[config.mk]
export PLATFORM = sky130hd
export DESIGN_NAME = restador_serial_7_bits
export DESIGN_NICKNAME = d
export VERILOG_FILES = /design/src/rtl/restador_serial_7_bits.sv
export SDC_FILE = /design/constraint.sdc
export NUM_CORES = 1
export LEC_CHECK = 0
export BUFFER_PORTS_ARGS = -buffer_cell sky130_fd_sc_hd__buf_2
export CAP_MARGIN = 30
export CORE_ASPECT_RATIO = 0.75
export CORE_MARGIN = 8
export CORE_UTILIZATION = 31
export DETAILED_ROUTE_END_ITERATION = 10
export PLACE_DENSITY = 0.48
export SYNTH_ARGS = -nofsm -noshare
export SYNTH_HDL_FRONTEND = slang
export SYNTH_SLANG_ARGS = --single-unit
export TNS_END_PERCENT = 10
[constraint.sdc]
create_clock -name clk -period 1.3 [get_ports clk]
set_input_delay 0.13 -clock clk [delete_from_list [all_inputs] [get_ports clk]]
set_output_delay 0.13 -clock clk [all_outputs]
set_load 0.005 [all_outputs]
[src/rtl/restador_serial_7_bits.sv]
// restador_serial_7_bits
//   Bit-serial unsigned subtractor: diferencia = (A - B) mod 2^WIDTH,
//   processed LSB first, one bit per clock. A start pulse in IDLE captures
//   the operands; WIDTH edges later the result is written and done pulses.
//   Results are held until the next completed operation.
//
// Ports
//   clk        : system clock, rising edge
//   rst        : synchronous active-high reset (aborts any operation)
//   start      : launch request, only looked at while idle
//   A, B       : minuend / subtrahend, captured on the accepted start edge
//   busy       : high while an operation is in progress
//   done       : one-cycle pulse on the edge the result is written
//   diferencia : (A - B) mod 2^WIDTH, held between operations
//   borrow     : 1 when A < B (borrow out of the MSB), held with diferencia
module restador_serial_7_bits #(
  parameter int WIDTH = 7
) (
  input  logic             clk,
  input  logic             rst,
  input  logic             start,
  input  logic [WIDTH-1:0] A,
  input  logic [WIDTH-1:0] B,
  output logic             busy,
  output logic             done,
  output logic [WIDTH-1:0] diferencia,
  output logic             borrow
);

  localparam int CNT_W = $clog2(WIDTH + 1);
  localparam logic [CNT_W-1:0] LAST = CNT_W'(WIDTH - 1);

  typedef enum logic {IDLE, RUN} state_t;

  state_t           state;
  logic [WIDTH-1:0] reg_a;
  logic [WIDTH-1:0] reg_b;
  logic [WIDTH-1:0] res;
  logic             br;
  logic [CNT_W-1:0] cnt;

  logic             a0;
  logic             b0;
  logic             d;
  logic             br_next;
  logic [WIDTH-1:0] res_next;

  // One full-subtractor cell applied to the current LSBs. The new bit enters
  // the result from the MSB side so that after WIDTH shifts bit 0 sits at
  // position 0; res_next already contains the current bit, which lets the
  // completion edge publish the finished word without an extra cycle.
  always_comb begin
    a0       = reg_a[0];
    b0       = reg_b[0];
    d        = a0 ^ b0 ^ br;
    br_next  = (~a0 & b0) | (~(a0 ^ b0) & br);
    res_next = {d, res[WIDTH-1:1]};
  end

  always_ff @(posedge clk) begin
    if (rst) begin
      state      <= IDLE;
      reg_a      <= '0;
      reg_b      <= '0;
      res        <= '0;
      br         <= 1'b0;
      cnt        <= '0;
      busy       <= 1'b0;
      done       <= 1'b0;
      diferencia <= '0;
      borrow     <= 1'b0;
    end else begin
      done <= 1'b0;
      case (state)
        IDLE: begin
          if (start) begin
            reg_a <= A;
            reg_b <= B;
            br    <= 1'b0;
            cnt   <= '0;
            busy  <= 1'b1;
            state <= RUN;
          end
        end
        RUN: begin
          // start is deliberately not examined here: no restart, no queueing.
          reg_a <= reg_a >> 1;
          reg_b <= reg_b >> 1;
          res   <= res_next;
          br    <= br_next;
          cnt   <= cnt + CNT_W'(1);
          if (cnt == LAST) begin
            diferencia <= res_next;
            borrow     <= br_next;
            done       <= 1'b1;
            busy       <= 1'b0;
            state      <= IDLE;
          end
        end
        default: state <= IDLE;
      endcase
    end
  end

endmodule

After elaboration in Yosys (flattened, before gate mapping)
Index checks and enable logic that the tools add are counted.

Register bits: 36. Bits in latches: 0. Memory bits (writable): 0. Bits in read-only memories: 0. Bits of input ports: 17. Output and inout bits: 10. Word-level logic and storage cells: 40. Memories kept: 0.

Add/sub/neg operators: 1. Multipliers: 0. Divide/modulo/power cells: 0. Magnitude comparators: 0. Eq/ne operators: 3. Shifts and indexed selects: 0. Mux-type cells: 15. Bitwise operators: 8. Reduce and logical (&&, ||, !) cells: 3.

Operators with widths (number): one-hot mux 7 bit (2 select lines) (2); 2-to-1 mux 7 bit (2); 2-to-1 mux 1 bit (6); one-hot mux 1 bit (2 select lines) (3); one-hot mux 3 bit (2 select lines) (1); AND reduction 2 bit (2); adder 3 x 1 -> 3 bit, second input constant (1); equality test 3 bit, second input constant (1); 2-to-1 mux 3 bit (1); inverter 1 bit (3); bitwise AND 1 bit (2); inequality test 2 x 1 -> 1 bit, second input constant (1); inequality test 2 bit, second input constant (1); OR reduction 2 bit (1); bitwise XOR 1 bit (2); OR 1 bit (1).

Logic depth before layout (Yosys ltp)
Depth after elaboration: 5. Mapped depth: 6. Gate-level depth less buffers: 5.

Worst setup path before layout
OpenSTA, ideal clock, no wires.

Path kind: register to register. From: register cnt[0]. To: register borrow. Setup time: 0.120 ns. Data arrival time: 1.071 ns. Required time: 1.180 ns. Setup slack: 0.109 ns. Stages on the path, launching flop included: 7. Cell sequence: dfxtp_1 > inv_1 > ha_1 > and3_1 > buf_4 > nor2_1 > a211oi_2.

Longest elaborated chain between the ends: 2.

RTL lines: from (decl) (line 40) `logic [CNT_W-1:0] cnt;`; from (signal assigned) (line 91) `cnt <= cnt + CNT_W'(1);`; equality test 3 bit (line 92) `if (cnt == LAST) begin`; AND reduction 2 bit (no source line); to (signal assigned) (line 94) `borrow <= br_next;`; to (decl) (line 27) `output logic borrow`.

No other way between the ends. A chain may end at the register's enable or synchronous reset.

Final worst setup path
From: register reg_b[0]. To: register diferencia[6].

Longest elaborated chain between the ends: 2.

RTL lines: from (decl) (line 37) `logic [WIDTH-1:0] reg_b;`; from (signal assigned) (line 88) `reg_b <= reg_b >> 1;`; bitwise XOR 1 bit (2 in series) (line 55) `d = a0 ^ b0 ^ br;`; via d (line 44) `logic d;`; to (signal assigned) (line 93) `diferencia <= res_next;`; to (decl) (line 26) `output logic [WIDTH-1:0] diferencia,`.

The timed path passes the listed nets, and every way through them passes these cells.

==> flow_summary.toml <==
[sta]
worst_pin_slew_ns = 0.379
relSlewSlack = 0.747
fin_worst_hold_slack_ns = 0.137
fmax_mhz = 845
hold_violations = 0
setup_viol_count_final = 0
clock-skew-final_ns = 0.00471
finalCritPeriodShare = 0.911
finalMaxSlewViolations = 0
grt_setup_unrepaired = "false"
setup_slack_ns = 0.116
period_needed_ns = 1.18

[setup_path]
worstPathCellList = "inv_1, fa_2, nand2_1, a21oi_1"
cpLargestDelayFamily = "adder cells"
critPathLaunchType = "flop"
cpPeakStageDelay_ns = 0.55
critPathSlowestCell = "fa_2"
path_class = "reg2reg"
critPathBufInv = 1
cp-end-kind = "flop"
arrival_ns = 1.40
worstPathMaxFanout = 2
cp.required_ns = 1.51

[grt]
grt_start_max_net_pins = 27
grt_pass1_wl_mm = 4.99
overflow = 0
grt_usage = 0.0857
grt_pass1_vias = 1054
antenna_found_initial = 0

[yosys]
synth_edf_count = 0
synthArstFlopShare = 0
yosys_register_bits = 35
syn_nets = 182
syn_area_um2 = 1500
avgSynthCellArea_um2 = 9.23
syn_inst = 162
ys_types = 25
synth_ff_type = "dfxtp_1"
yosys_warnings = 0
ys_seq_area_frac = 0.469

[layout]
drive_gt1_frac = 0.230
num_antenna_cells = 0
synthToLayoutAreaGrowth_pct = 17.5
nNetsFinal = 210
fillerInstances = 489
layout_common_cells = "dfxtp_1, nand2_1, buf_2"
layout_commonest_cell = "dfxtp_1"

[detailed_routing]
drc = 0
drtIter0Drc = 39
wl_mm = 2.92
post_drt_via_cell_ratio = 4.41
num_vias = 1108
first_pass_iters = 3
ant_nets = 0
wire_per_inst_um = 11.6

[cts]
cts_root_buffer = "clkbuf_8"
cts_tree = "done"
clock_sinks = 35
cts_setup_buffers = 0
clock_latency_ns = 0.28
clockBufferDepth = 2
clkTransAtPathRegs_ns = 0.07
htreeDepth = 2
cts_buffers = 5

[floorplanning]
core_area_um2 = 4760
die_h_um = 76.1
row_count = 22
die_w_um = 96.2
num_io_pins = 27
start_util = 0.314
dieArea_um2 = 7320

[pwr]
p_sw_w = 0.000514
pwr-share-clk = 0.360
power.leakage_nw = 0.754
p_sw_frac = 0.245
power_frac_seq = 0.540
pwr-share-comb = 0.100
p_int_w = 0.00158
vdd_drop_max_mv = 0.497
p_per_area_nw_per_um2 = 1190

[flow_run]
maxCapViolCount = 0

[placement]
pre_cts_ws_ns = -0.00498
portBuffers = 26
routabilityCongestion = 0.716
dp_hpwl_mm = 2.08

[min_path]
hp-class = "in2reg"

[run_status]
outcome = "completed"
-- worst paths after layout --
kind,from,endpoint,slack (ns),cells past startpoint
worst max-delay path,reg_b[0]$_SDFFE_PP0P_,diferencia[6]$_SDFFE_PP0P_,0.12,4
worst min-delay path,B[6],reg_b[6]$_SDFFE_PP0P_,0.14,3
worst max register to register,reg_b[0]$_SDFFE_PP0P_,diferencia[6]$_SDFFE_PP0P_,0.12,4
worst min register to register,diferencia[2]$_SDFFE_PP0P_,diferencia[2]$_SDFFE_PP0P_,0.45,2
-- Yosys cell counts (2+ instances only) --
cell type  count  area (um^2)
a21oi_1       10         50.1
buf_2          4         20.0
buf_4          3         22.5
buf_6          3         33.8
dfxtp_1       35          701
ha_1           2         25.0
inv_1          4         15.0
mux2i_1       21          210
nand2_1       28          105
nor2_1        13         48.8
nor2b_1       12         75.1
nor3_1         3         15.0
nor3b_1        2         15.0
o21ai_0        9         45.0
o21ai_1        3         15.0
-- layer usage --
metal  global-route usage  up-vias  share of wire
met4               0.0413        0         0.0092
met5                    0        -              0
met1               0.0994      504           0.46
met2                0.128       14           0.46
met3               0.0413        2          0.062
li1                     -      588              -
-- final cells by class --
cell class | count | area [um^2] | share of cell area
inverters | 4 | 15.0 | 0.00855
clock buffers | 5 | 68.8 | 0.0392
clock inverters | 3 | 15.0 | 0.00855
flip-flops and latches | 35 | 701 | 0.399
repair buffers | 33 | 195 | 0.111
multi-input cells | 111 | 687 | 0.391
well taps | 60 | 75.1 | 0.0427
-- kinds of logic after synthesis --
group | Yosys count | synth area share
AOI/OAI and AO/OA | 25 | 0.0929
xor gates and xnor gates | 1 | 0.00586
muxes | 21 | 0.141
and+or+nand+nor | 61 | 0.185
DFF | 35 | 0.469
buffers and inverters | 16 | 0.0770
adders and majority gates | 3 | 0.0301
-- registers in the layout (all words and copies together), names as in the netlist --
name,flops
busy,1
res,6
cnt,3
state,1
done,1
reg_b,7
borrow,1
br,1
diferencia,7
reg_a,7
-- power groups by stage --
stage / combinational [W] / sequential, W / clock (W)
finish: 0.000210 / 0.00113 / 0.000755
global route: 0.000239 / 0.00114 / 0.000837
CTS: 0.000214 / 0.00113 / 0.000791
detailed placement: 0.000213 / 0.00116 / 0
global placement: 0.000206 / 0.00116 / 0
floorplan: 0.000165 / 0.00115 / 0
-- what timing repair did --
| action | CTS | global route |
|---|---|---|
| hold buffers | 0 | 0 |
| gates resized for setup | 1 | 2 |
| setup endpoints to repair | 1 | 2 |
| pin swaps | 0 | 0 |
-- metrics by stage --
stage | instance area, um^2 | setup TNS, ns | total power [W] | std cells | util
final | 1760 | 0 | 0.00210 | 251 | 0.369
after global routing | 1760 | 0 | 0.00221 | 251 | 0.369
after CTS | 1750 | 0 | 0.00214 | 251 | 0.368
after detailed placement | 1670 | -0.00498 | 0.00137 | 243 | 0.350
after global placement | 1670 | 0 | 0.00136 | 243 | 0.350
after floorplan | 1500 | 0 | 0.00132 | 162 | -
-- worst register-to-register path, cell delays in order (launching register included) --
cell and delay [ns]:
dfxtp_1 0.34, inv_1 0.07, fa_2 0.55, nand2_1 0.05, a21oi_1 0.11
Note: power is estimated with default switching activity, not from simulation.
